<file path="src/rtl/commit_update_merger_pkg.sv">
`default_nettype none
// ============================================================================
//  commit_pkg : shared types for the commit-table ack merger
//  Revision   : 1.0
// ============================================================================
package commit_pkg;

  localparam int CTA_SLOTS  = 4;
  localparam int EB_W       = $clog2(CTA_SLOTS + 4);
  localparam int CNT_W      = 4;
  localparam int MAX_REDUCE = 8;

  typedef struct packed {
    logic [EB_W-1:0]  eb;
    logic [CNT_W-1:0] cnt;
  } ack_entry_t;

  typedef enum logic {
    SRC_RD = 1'b0,
    SRC_WR = 1'b1
  } src_e;

endpackage
`default_nettype wire

</file>
<file path="src/rtl/commit_update_merger_fifo.sv">
`default_nettype none
// ============================================================================
//  ack_merge_fifo : per-source ack FIFO that folds same-e-block acks into its tail
//  Revision       : 1.0
// ============================================================================
module ack_merge_fifo
  import commit_pkg::*;
#(
  parameter int DEPTH      = 4,
  parameter int EBW        = commit_pkg::EB_W,
  parameter int MAX_REDUCE = commit_pkg::MAX_REDUCE
) (
  input  logic             clk,
  input  logic             rst_n,
  input  logic             in_valid,
  input  logic [EBW-1:0]   in_eb,
  input  logic [3:0]       in_cnt,
  output logic             in_ready,
  output logic             head_valid,
  output ack_entry_t       head_entry,
  input  logic             pop
);

  localparam int PW = $clog2(DEPTH);
  localparam int OW = PW + 1;
  localparam int EW = $bits(ack_entry_t) - CNT_W;

  ack_entry_t    mem_q [DEPTH];
  ack_entry_t    mem_d [DEPTH];
  logic [PW-1:0] rd_ptr_q, rd_ptr_d;
  logic [PW-1:0] wr_ptr_q, wr_ptr_d;
  logic [OW-1:0] occ_q, occ_d;

  logic [PW-1:0] tail_ptr;
  ack_entry_t    tail_entry;
  ack_entry_t    in_entry;
  logic [4:0]    sum;
  logic          empty, full, pop_eff, last_popped, merge_ok;
  logic          do_merge, do_push;

  always_comb begin
    empty       = (occ_q == '0);
    full        = (occ_q == OW'(DEPTH));
    pop_eff     = pop && !empty;
    tail_ptr    = wr_ptr_q - PW'(1);
    tail_entry  = mem_q[tail_ptr];
    in_entry.eb  = EW'(in_eb);
    in_entry.cnt = in_cnt;
    sum         = 5'(tail_entry.cnt) + 5'(in_cnt);
    // A lone entry leaving this edge cannot absorb the incoming ack.
    last_popped = pop_eff && (occ_q == OW'(1));
    merge_ok    = !empty && (tail_entry.eb == in_entry.eb) &&
                  (sum <= 5'(MAX_REDUCE)) && !last_popped;
    in_ready    = merge_ok || !full || pop_eff;
    do_merge    = in_valid && in_ready && merge_ok;
    do_push     = in_valid && in_ready && !merge_ok;

    head_valid  = !empty;
    head_entry  = mem_q[rd_ptr_q];

    mem_d    = mem_q;
    rd_ptr_d = rd_ptr_q;
    wr_ptr_d = wr_ptr_q;
    occ_d    = occ_q;
    if (do_merge) begin
      mem_d[tail_ptr].cnt = sum[3:0];
    end
    if (do_push) begin
      mem_d[wr_ptr_q] = in_entry;
      wr_ptr_d        = wr_ptr_q + PW'(1);
    end
    if (pop_eff) begin
      rd_ptr_d = rd_ptr_q + PW'(1);
    end
    if (do_push && !pop_eff) begin
      occ_d = occ_q + OW'(1);
    end else if (!do_push && pop_eff) begin
      occ_d = occ_q - OW'(1);
    end
  end

  always_ff @(posedge clk or negedge rst_n) begin
    if (!rst_n) begin
      for (int i = 0; i < DEPTH; i++) begin
        mem_q[i] <= '0;
      end
      rd_ptr_q <= '0;
      wr_ptr_q <= '0;
      occ_q    <= '0;
    end else begin
      mem_q    <= mem_d;
      rd_ptr_q <= rd_ptr_d;
      wr_ptr_q <= wr_ptr_d;
      occ_q    <= occ_d;
    end
  end

endmodule
`default_nettype wire

</file>
<file path="src/rtl/commit_update_merger.sv">
`default_nettype none
// ============================================================================
//  commit_update_merger : merges LSU read/write acks per e-block and arbitrates
//                         them onto the commit table's single update port
//  Revision             : 1.0
// ============================================================================
module commit_update_merger
  import commit_pkg::*;
#(
  parameter int MAX_NUM_CTA  = commit_pkg::CTA_SLOTS,
  parameter int MAX_EBLOCK   = MAX_NUM_CTA + 4,
  parameter int DEPTH        = 4,
  parameter int MAX_REDUCE   = commit_pkg::MAX_REDUCE,
  localparam int EBW         = $clog2(MAX_EBLOCK)
) (
  input  logic           clk,
  input  logic           rst_n,
  input  logic           rd_ack_valid,
  input  logic [EBW-1:0] rd_ack_e_block_id,
  input  logic [3:0]     rd_ack_count,
  output logic           rd_ack_ready,
  input  logic           wr_ack_valid,
  input  logic [EBW-1:0] wr_ack_e_block_id,
  input  logic [3:0]     wr_ack_count,
  output logic           wr_ack_ready,
  output logic           update_valid,
  output logic [EBW-1:0] update_e_block_id,
  output logic           update_is_write,
  output logic [3:0]     update_reduce_count,
  output logic           busy
);

  logic       rd_head_valid, wr_head_valid;
  ack_entry_t rd_head, wr_head, sel_head;
  logic       grant_rd, grant_wr;
  src_e       rr_pri_q, rr_pri_d;

  ack_merge_fifo #(
    .DEPTH      (DEPTH),
    .EBW        (EBW),
    .MAX_REDUCE (MAX_REDUCE)
  ) u_rd_fifo (
    .clk        (clk),
    .rst_n      (rst_n),
    .in_valid   (rd_ack_valid),
    .in_eb      (rd_ack_e_block_id),
    .in_cnt     (rd_ack_count),
    .in_ready   (rd_ack_ready),
    .head_valid (rd_head_valid),
    .head_entry (rd_head),
    .pop        (grant_rd)
  );

  ack_merge_fifo #(
    .DEPTH      (DEPTH),
    .EBW        (EBW),
    .MAX_REDUCE (MAX_REDUCE)
  ) u_wr_fifo (
    .clk        (clk),
    .rst_n      (rst_n),
    .in_valid   (wr_ack_valid),
    .in_eb      (wr_ack_e_block_id),
    .in_cnt     (wr_ack_count),
    .in_ready   (wr_ack_ready),
    .head_valid (wr_head_valid),
    .head_entry (wr_head),
    .pop        (grant_wr)
  );

  // Round-robin priority only moves when both heads compete.
  always_comb begin
    grant_rd = rd_head_valid && (!wr_head_valid || (rr_pri_q == SRC_RD));
    grant_wr = wr_head_valid && !grant_rd;
    rr_pri_d = rr_pri_q;
    if (rd_head_valid && wr_head_valid) begin
      rr_pri_d = grant_rd ? SRC_WR : SRC_RD;
    end

    sel_head            = grant_wr ? wr_head : rd_head;
    update_valid        = grant_rd || grant_wr;
    update_is_write     = grant_wr;
    update_e_block_id   = update_valid ? EBW'(sel_head.eb) : '0;
    update_reduce_count = update_valid ? sel_head.cnt : '0;
    busy                = rd_head_valid || wr_head_valid;
  end

  always_ff @(posedge clk or negedge rst_n) begin
    if (!rst_n) begin
      rr_pri_q <= SRC_RD;
    end else begin
      rr_pri_q <= rr_pri_d;
    end
  end

  always_ff @(posedge clk) begin
    if (rst_n && rd_ack_valid && rd_ack_ready) begin
      assert (rd_ack_count != 4'd0 && int'(rd_ack_count) <= MAX_REDUCE &&
              int'(rd_ack_e_block_id) < MAX_EBLOCK)
        else $error("rd ack out of range: eb=%0d count=%0d", rd_ack_e_block_id, rd_ack_count);
    end
    if (rst_n && wr_ack_valid && wr_ack_ready) begin
      assert (wr_ack_count != 4'd0 && int'(wr_ack_count) <= MAX_REDUCE &&
              int'(wr_ack_e_block_id) < MAX_EBLOCK)
        else $error("wr ack out of range: eb=%0d count=%0d", wr_ack_e_block_id, wr_ack_count);
    end
  end

endmodule
`default_nettype wire
</file>
<file path="config.mk">
export PLATFORM = sky130hd
export DESIGN_NAME = commit_update_merger
export DESIGN_NICKNAME = d
export VERILOG_FILES = /design/src/rtl/commit_update_merger_pkg.sv /design/src/rtl/commit_update_merger_fifo.sv /design/src/rtl/commit_update_merger.sv
export SDC_FILE = /design/constraint.sdc
export NUM_CORES = 1
export LEC_CHECK = 0
export CORE_ASPECT_RATIO = 0.9
export CORE_MARGIN = 1.5
export CORE_UTILIZATION = 30
export DETAILED_ROUTE_END_ITERATION = 8
export PLACE_DENSITY = 0.46
export SLEW_MARGIN = 30
export SYNTH_ARGS = -nofsm -noshare
export SYNTH_HDL_FRONTEND = slang
export SYNTH_SLANG_ARGS = --single-unit
</file>
<file path="constraint.sdc">
create_clock -name clk -period 4.8 [get_ports clk]
set_clock_uncertainty 0.1 [all_clocks]
set_input_delay 0.48 -clock clk [delete_from_list [all_inputs] [get_ports clk]]
set_output_delay 0.48 -clock clk [all_outputs]
set_load 0.1 [all_outputs]
</file>
# After elaboration in Yosys (flattened, before gate mapping)
# Index checks and enable logic that the tools add are counted.
[totals]
output_inout_bits = 12
register_bits = 71
word_cells = 147
in_bits = 18
[classes]
n_bitwise = 7
order_cmp = 12
muxes = 36
reduce_logical = 51
add_sub_neg = 12
n_eq_ne = 6
[ops]
columns = ["op", "count"]
rows = [
  ["28-bit bitwise mux", 4],
  ["28-bit 2-to-1 mux", 4],
  ["7-bit 2-to-1 mux", 11],
  ["7-bit binary-select mux with 2-bit select", 4],
  ["7-bit demux with 2-bit select", 4],
  ["1-bit logical AND", 27],
  ["3-bit >= comparator (second input constant)", 6],
  ["2-bit inverter with 3-bit output", 6],
  ["3-bit 2-to-1 mux", 5],
  ["1-bit zero test", 13],
  ["3-bit by 1-bit < comparator with 1-bit output (second input constant)", 4],
  ["4-bit 2-to-1 mux", 3],
  ["4-bit by 4-bit adder with 5-bit output", 2],
  ["5-bit by 4-bit less-or-equal comparator with 1-bit output (second input constant)", 2],
  ["2-bit by 1-bit adder with 2-bit output (second input constant)", 4],
  ["1-bit logical OR", 7],
  ["3-bit by 1-bit adder with 3-bit output (second input constant)", 2],
  ["3-bit by 1-bit == test with 1-bit output (second input constant)", 2],
  ["3-bit == test", 2],
  ["3-bit == test (second input constant)", 2],
  ["3-bit zero test", 2],
  ["3-bit by 1-bit subtractor with 3-bit output (second input constant)", 2],
  ["2-bit nonzero test", 2],
  ["2-bit by 1-bit subtractor with 2-bit output (second input constant)", 2],
  ["other kinds (2)", 2],
]

# Depth between registers and ports, before layout
[depth]
word_depth = 17
depth_mapped = 15

# Modules after synthesis
# Synthesis repeated with hierarchy kept, for this count alone.
[unflattened]
cells_unflattened = 346
hier_area_um2 = 4787.1
[by_module_without_submodules]
columns = ["mod", "n_inst", "area_each_um2", "cells_each", "seq_area_each_um2"]
rows = [
  ["ack_merge_fifo at u_rd_fifo", 1, 2328.5, 165, 875.8],
  ["ack_merge_fifo at u_wr_fifo", 1, 2292.2, 164, 875.8],
  ["commit_update_merger", 1, 166.4, 17, 25.0],
]

# Worst setup path before layout
# No wires, ideal clock.
[synth_path]
path_kind = "register to output"
startpoint = "register u_wr_fifo.wr_ptr_q[0]"
endpoint = "output port wr_ack_ready"
path_buffers = 2
arrival_ns = 3.728
required_time_ns = 4.220
path_slack_ns = 0.492
path_stages_with_launch = 12
path_cell_list = "dfrtp_1 > buf_6 > inv_1 > ha_1 > clkbuf_1 > mux4_2 > ha_1 > fa_1 > xor2_1 > o32a_1 > a211oi_4 > a21o_1"
[synth_between]
elab_chain_len = 11
elab_cells_between_ends = 13
[synth_lines]
columns = ["item", "line", "text"]
rows = [
  ["start: declaration", "commit_update_merger_fifo.sv:31", "logic [PW-1:0] wr_ptr_q, wr_ptr_d;"],
  ["start signal: assignment", "commit_update_merger_fifo.sv:93", "wr_ptr_q <= wr_ptr_d;"],
  ["2-bit by 1-bit subtractor with 2-bit output (*)", "commit_update_merger_fifo.sv:45", "tail_ptr = wr_ptr_q - PW'(1);"],
  ["net u_wr_fifo.tail_ptr[0]", "commit_update_merger_fifo.sv:34", "logic [PW-1:0] tail_ptr;"],
  ["2-bit inverter with 3-bit output (not written as such) (*)", "commit_update_merger_fifo.sv:46", "tail_entry = mem_q[tail_ptr];"],
  ["7-bit binary-select mux with 2-bit select (*)", "commit_update_merger_fifo.sv:46", ""],
  ["7-bit 2-to-1 mux (not written as such) (*) (2 in a row)", "commit_update_merger_fifo.sv:46", ""],
  ["4-bit by 4-bit adder with 5-bit output / 3-bit == test (equally long branches)", "commit_update_merger_fifo.sv:49, commit_update_merger_fifo.sv:52", ""],
  ["5-bit by 4-bit less-or-equal comparator with 1-bit output / 1-bit logical AND (equally long branches)", "commit_update_merger_fifo.sv:53, commit_update_merger_fifo.sv:52", ""],
  ["1-bit logical AND (*)", "commit_update_merger_fifo.sv:52", "merge_ok = !empty && (tail_entry.eb == in_entry.eb) &&"],
  ["1-bit logical AND (*)", "commit_update_merger_fifo.sv:53", "(sum <= 5'(MAX_REDUCE)) && !last_popped;"],
  ["1-bit logical OR (*) (2 in a row)", "commit_update_merger_fifo.sv:54", "in_ready = merge_ok || !full || pop_eff;"],
  ["end: declaration", "commit_update_merger.sv:25", "output logic wr_ack_ready,"],
]
# Mark *: on every way through the listed nets, which the timed path passes. The rest lies on a longest branch. The select of a mux whose other input is x is not followed.

==> impl.org <==
** Run status
- The run finished with clean final reports.

** Setup path
- Type of the setup path with the least slack :: flip-flop to flip-flop
- Endpoint required time on the critical path :: 4.91 ns
- In this run the critical register-to-register path is captured at u_rd_fifo.mem_q[10].
- CP max FO :: 5
- STA classifies the critical path endpoint as a flip-flop.
- Worst setup SP type :: flip-flop
- Counting cells, the worst reg-to-reg path comes to 11.
- For flop-to-flop paths, the worst setup slack is 0.51 ns.
- The worst register-to-register path begins at u_rd_fifo.wr_ptr_q[1].
- STA puts the critical path data arrival time at 4.39 ns.

** Floorplan
- Vertical die dimension :: 122.1 um
- Total die area :: 0.01654 mm2
- Core Area :: approximately 0.015 mm2
- Num ports :: 30
- The floorplan step set the die width to 135.4 um.
- Initial cell density of the core :: 0.3065
- After floorplanning, the core was divided into 43 placement rows.

** Layout
- In the final layout, the multi-input gates occupy 0.002858 mm2.
- Most frequent standard cell in the layout excluding fill and tap cells :: mux2_2
- Leading cell types in the layout, fill and taps excluded :: mux2_2, dfrtp_1, ha_1
- NumNets Final :: ~440
- Sequential Area :: 0.001777 mm2
- The number of antenna diodes in the final layout is 0.
- Synthesis-to-finish area growth :: 17.05%
- Fraction of layout cells with a size suffix above 1 :: 0.3934
- Total of fill cells in the finished design :: roughly 1.5k
- For this run, the number of standard cells in the final layout without fillers is 596.

** Yosys
- Proportion of synthesized chip area in sequential cells :: 0.3755
- Counting distinct cell types in the post-synthesis netlist gives 43.
- Averaged over all synthesized cells, the footprint is 13.33 um2.
- The cell area that synthesis handed to floorplanning was 0.004732 mm2.
- Synthesis produced a netlist with a net count of 409.
- Synthesis produced between 300 and 400 cells.
- Yosys reg bits :: 71
- Number of warning messages in the yosys log :: 0

** STA
- The routed design could run at a clock period as short as 4.285 ns.
- Dividing the final minimum period by the clock period gives 0.8927.
- Timing would allow up to ~230 MHz.
- The max-slew violation count was 0.
- The number of hold violations in the final report was 0.
- Worst Tran Pin Value :: 0.9589 ns
- Number of failing setup endpoints in the final timing report :: 0
- Setup repair after global routing left no endpoint under its margin.
- Final-layout setup total negative slack :: 0 ns
- Slew HR :: 0.3587

** Clock tree
- The cell sitting at the root of the clock tree is a clkbuf_16.
- CTS tree :: done
- Hold buffers post-CTS :: 0
- Insertion delay of the later-clocked pin in the worst-skew pair :: 0.33 ns
- Clock-pin slew was measured on the worst setup and hold paths at 0.06 ns.
- The number of gates resized after CTS was 0.
- The H-tree was split into 3 levels.
- Deepest clock path buffer count :: 2
- Post-CTS timing repair inserted 0 buffers for setup.
- The number of clock buffers added by TritonCTS is 9.
- Sinks on the clock net :: 71

** Detailed routing
- First drt pass iteration count :: 4
- Wirelength per Cell :: 19.09 um
- Number of remaining DRC errors :: 0
- Residual antenna-violating net count after detailed routing :: 0
- Per-cell via count in the routed design :: 5.062
- The routed layout has 3017 vias.
- DRC violation total after the first TritonRoute iteration :: 159
- Summed over all layers, the routed wires come to 11380 um.

** Global route
- Global-route wire length before repair :: between 15000 and 20000 um
- Aggregate global-route resource usage :: 0.1506
- The via count of the first global-routing pass was around 3.2k.
- Largest net degree at the start of global routing :: slightly above 70
- The number of antenna violations at the first check in global routing came to 0.
- GR Util met2 :: 0.2471
- In the global route stage, met1 resource usage came out at 0.2003.
- In the global route stage, met3 resource usage came out at 0.03870.
- Global route hottest layer :: met2
- After global routing the overflow that remains totals 0.

** Place
- IO buf count :: 29
- Final weighted congestion in routability-driven placement :: 0.7657
- Detailed placement ended at an HPWL of 8185 um.
- Placed Cells :: 581

** Run
- The tool flagged a number of max-cap violations equal to 0.

** Min path
- The min-delay analysis places its worst path in the category primary input to async pin.
==> critical path: stages (launching register included) <==
cell	delay, ns
dfrtp_1	0.42
inv_1	0.13
ha_1	0.40
mux4_2	0.34
ha_1	0.22
fa_1	0.41
xor2_1	0.23
o32ai_1	0.43
nor2_1	0.14
nor4_2	0.65
mux2_2	0.40
mux2_1	0.29
==> metrics by stage <==
step / utilization / area, um2 / setup slack (ns) / hold slack [ns]
6_report: 0.3587 / 5539 / 0.5148 / 0.04812
3_5_place_dp: 0.3405 / 5258 / 0.5830 / 0.4126
5_1_grt: 0.3587 / 5539 / 0.3437 / 0.1050
3_3_place_gp: 0.3405 / 5258 / 0.6619 / 0.3983
4_1_cts: 0.3585 / 5535 / 0.5582 / 0.2505
2_1_floorplan: - / 4732 / 0.4924 / 0.08441
==> layout make-up <==
cell class | instances | share of cell area
Clock buffer | 15 | 0.05015
Inverter | 14 | 0.009487
Multi-Input combinational cell | 261 | 0.5159
Sequential cell | 71 | 0.3208
Tap cell | 202 | 0.04563
Timing Repair Buffer | 33 | 0.05805
==> per-layer routing <==
layer,vias up,routed length (um)
li1,1409,-
met1,1523,5250
met2,71,5458
met3,14,561
met4,0,110
met5,-,0
==> worst max-delay path by stage <==
| stage | slack, ns | cells past startpoint | endpoint | from |
|---|---|---|---|---|
| 6_report | 0.51 | 11 | u_rd_fifo.mem_q[10] | u_rd_fifo.wr_ptr_q[1] |
| 5_1_grt | 0.34 | 11 | u_rd_fifo.mem_q[10] | u_rd_fifo.wr_ptr_q[1] |
| 3_3_place_gp | 0.66 | 11 | u_rd_fifo.mem_q[10] | u_rd_fifo.wr_ptr_q[1] |
| 2_1_floorplan | 0.49 | 11 | wr_ack_ready | u_wr_fifo.wr_ptr_q[0] |
| 3_5_place_dp | 0.58 | 11 | u_rd_fifo.mem_q[10] | u_rd_fifo.wr_ptr_q[1] |
| 4_1_cts | 0.56 | 11 | u_rd_fifo.mem_q[10] | u_rd_fifo.wr_ptr_q[1] |
==> registers in the layout, indices dropped and copies added, names as in the netlist <==
register	flops
rr_pri_q	1
u_rd_fifo.mem_q	28
u_rd_fifo.occ_q	3
u_rd_fifo.rd_ptr_q	2
u_rd_fifo.wr_ptr_q	2
u_wr_fifo.mem_q	28
u_wr_fifo.occ_q	3
u_wr_fifo.rd_ptr_q	2
u_wr_fifo.wr_ptr_q	2
==> cell usage after synthesis <==
library cell	instances	area, um2
a21oi_1	3	15.01
a211oi_1	2	15.01
o32ai_1	1	8.760
inv_1	14	52.55
or2_2	1	6.260
nor2_1	10	37.54
mux2_2	87	979.7
nand2b_1	2	12.51
nand4b_1	1	8.760
a211oi_4	1	20.02
o21ba_2	1	10.01
a21boi_0	1	7.510
o2111a_1	2	22.52
a22o_1	6	52.55
o211ai_1	2	15.01
a21oi_2	1	8.760
dfrtp_1	71	1777
o32a_1	1	10.01
nor2b_1	3	18.77
nand2_1	16	60.06
buf_6	1	11.26
a21o_1	2	15.01
ha_1	34	425.4
o21ai_0	8	40.04
o21ai_1	1	5.000
o2111ai_1	1	8.760
clkbuf_1	4	15.01
buf_1	3	11.26
mux4_2	28	630.6
o21a_1	1	7.510
mux2i_1	3	30.03
nand3_1	2	10.01
nor4_2	4	50.05
nand4_1	5	31.28
nand2_2	4	25.02
xor2_1	11	96.34
xnor2_1	10	87.58
a41oi_2	1	16.27
a41o_1	1	10.01
a211o_1	1	8.760
fa_1	2	40.04
buf_4	1	7.510
mux2_1	1	11.26
==> cells by family (layout without fill, tap and decap cells) <==
family / after synthesis / count (layout) / share of synthesized area
buf+inv: 23 / 62 / 0.02062
flops: 71 / 71 / 0.3755
mux: 119 / 119 / 0.3490
fa+ha+maj: 36 / 36 / 0.09836
compound gates: 37 / 37 / 0.06266
xor+xnor: 21 / 21 / 0.03887
simple gates: 48 / 48 / 0.05500
Power is left out: the tool's default activity adds up to more than one toggle a clock period on the data nets, which glitch-free logic cannot reach.
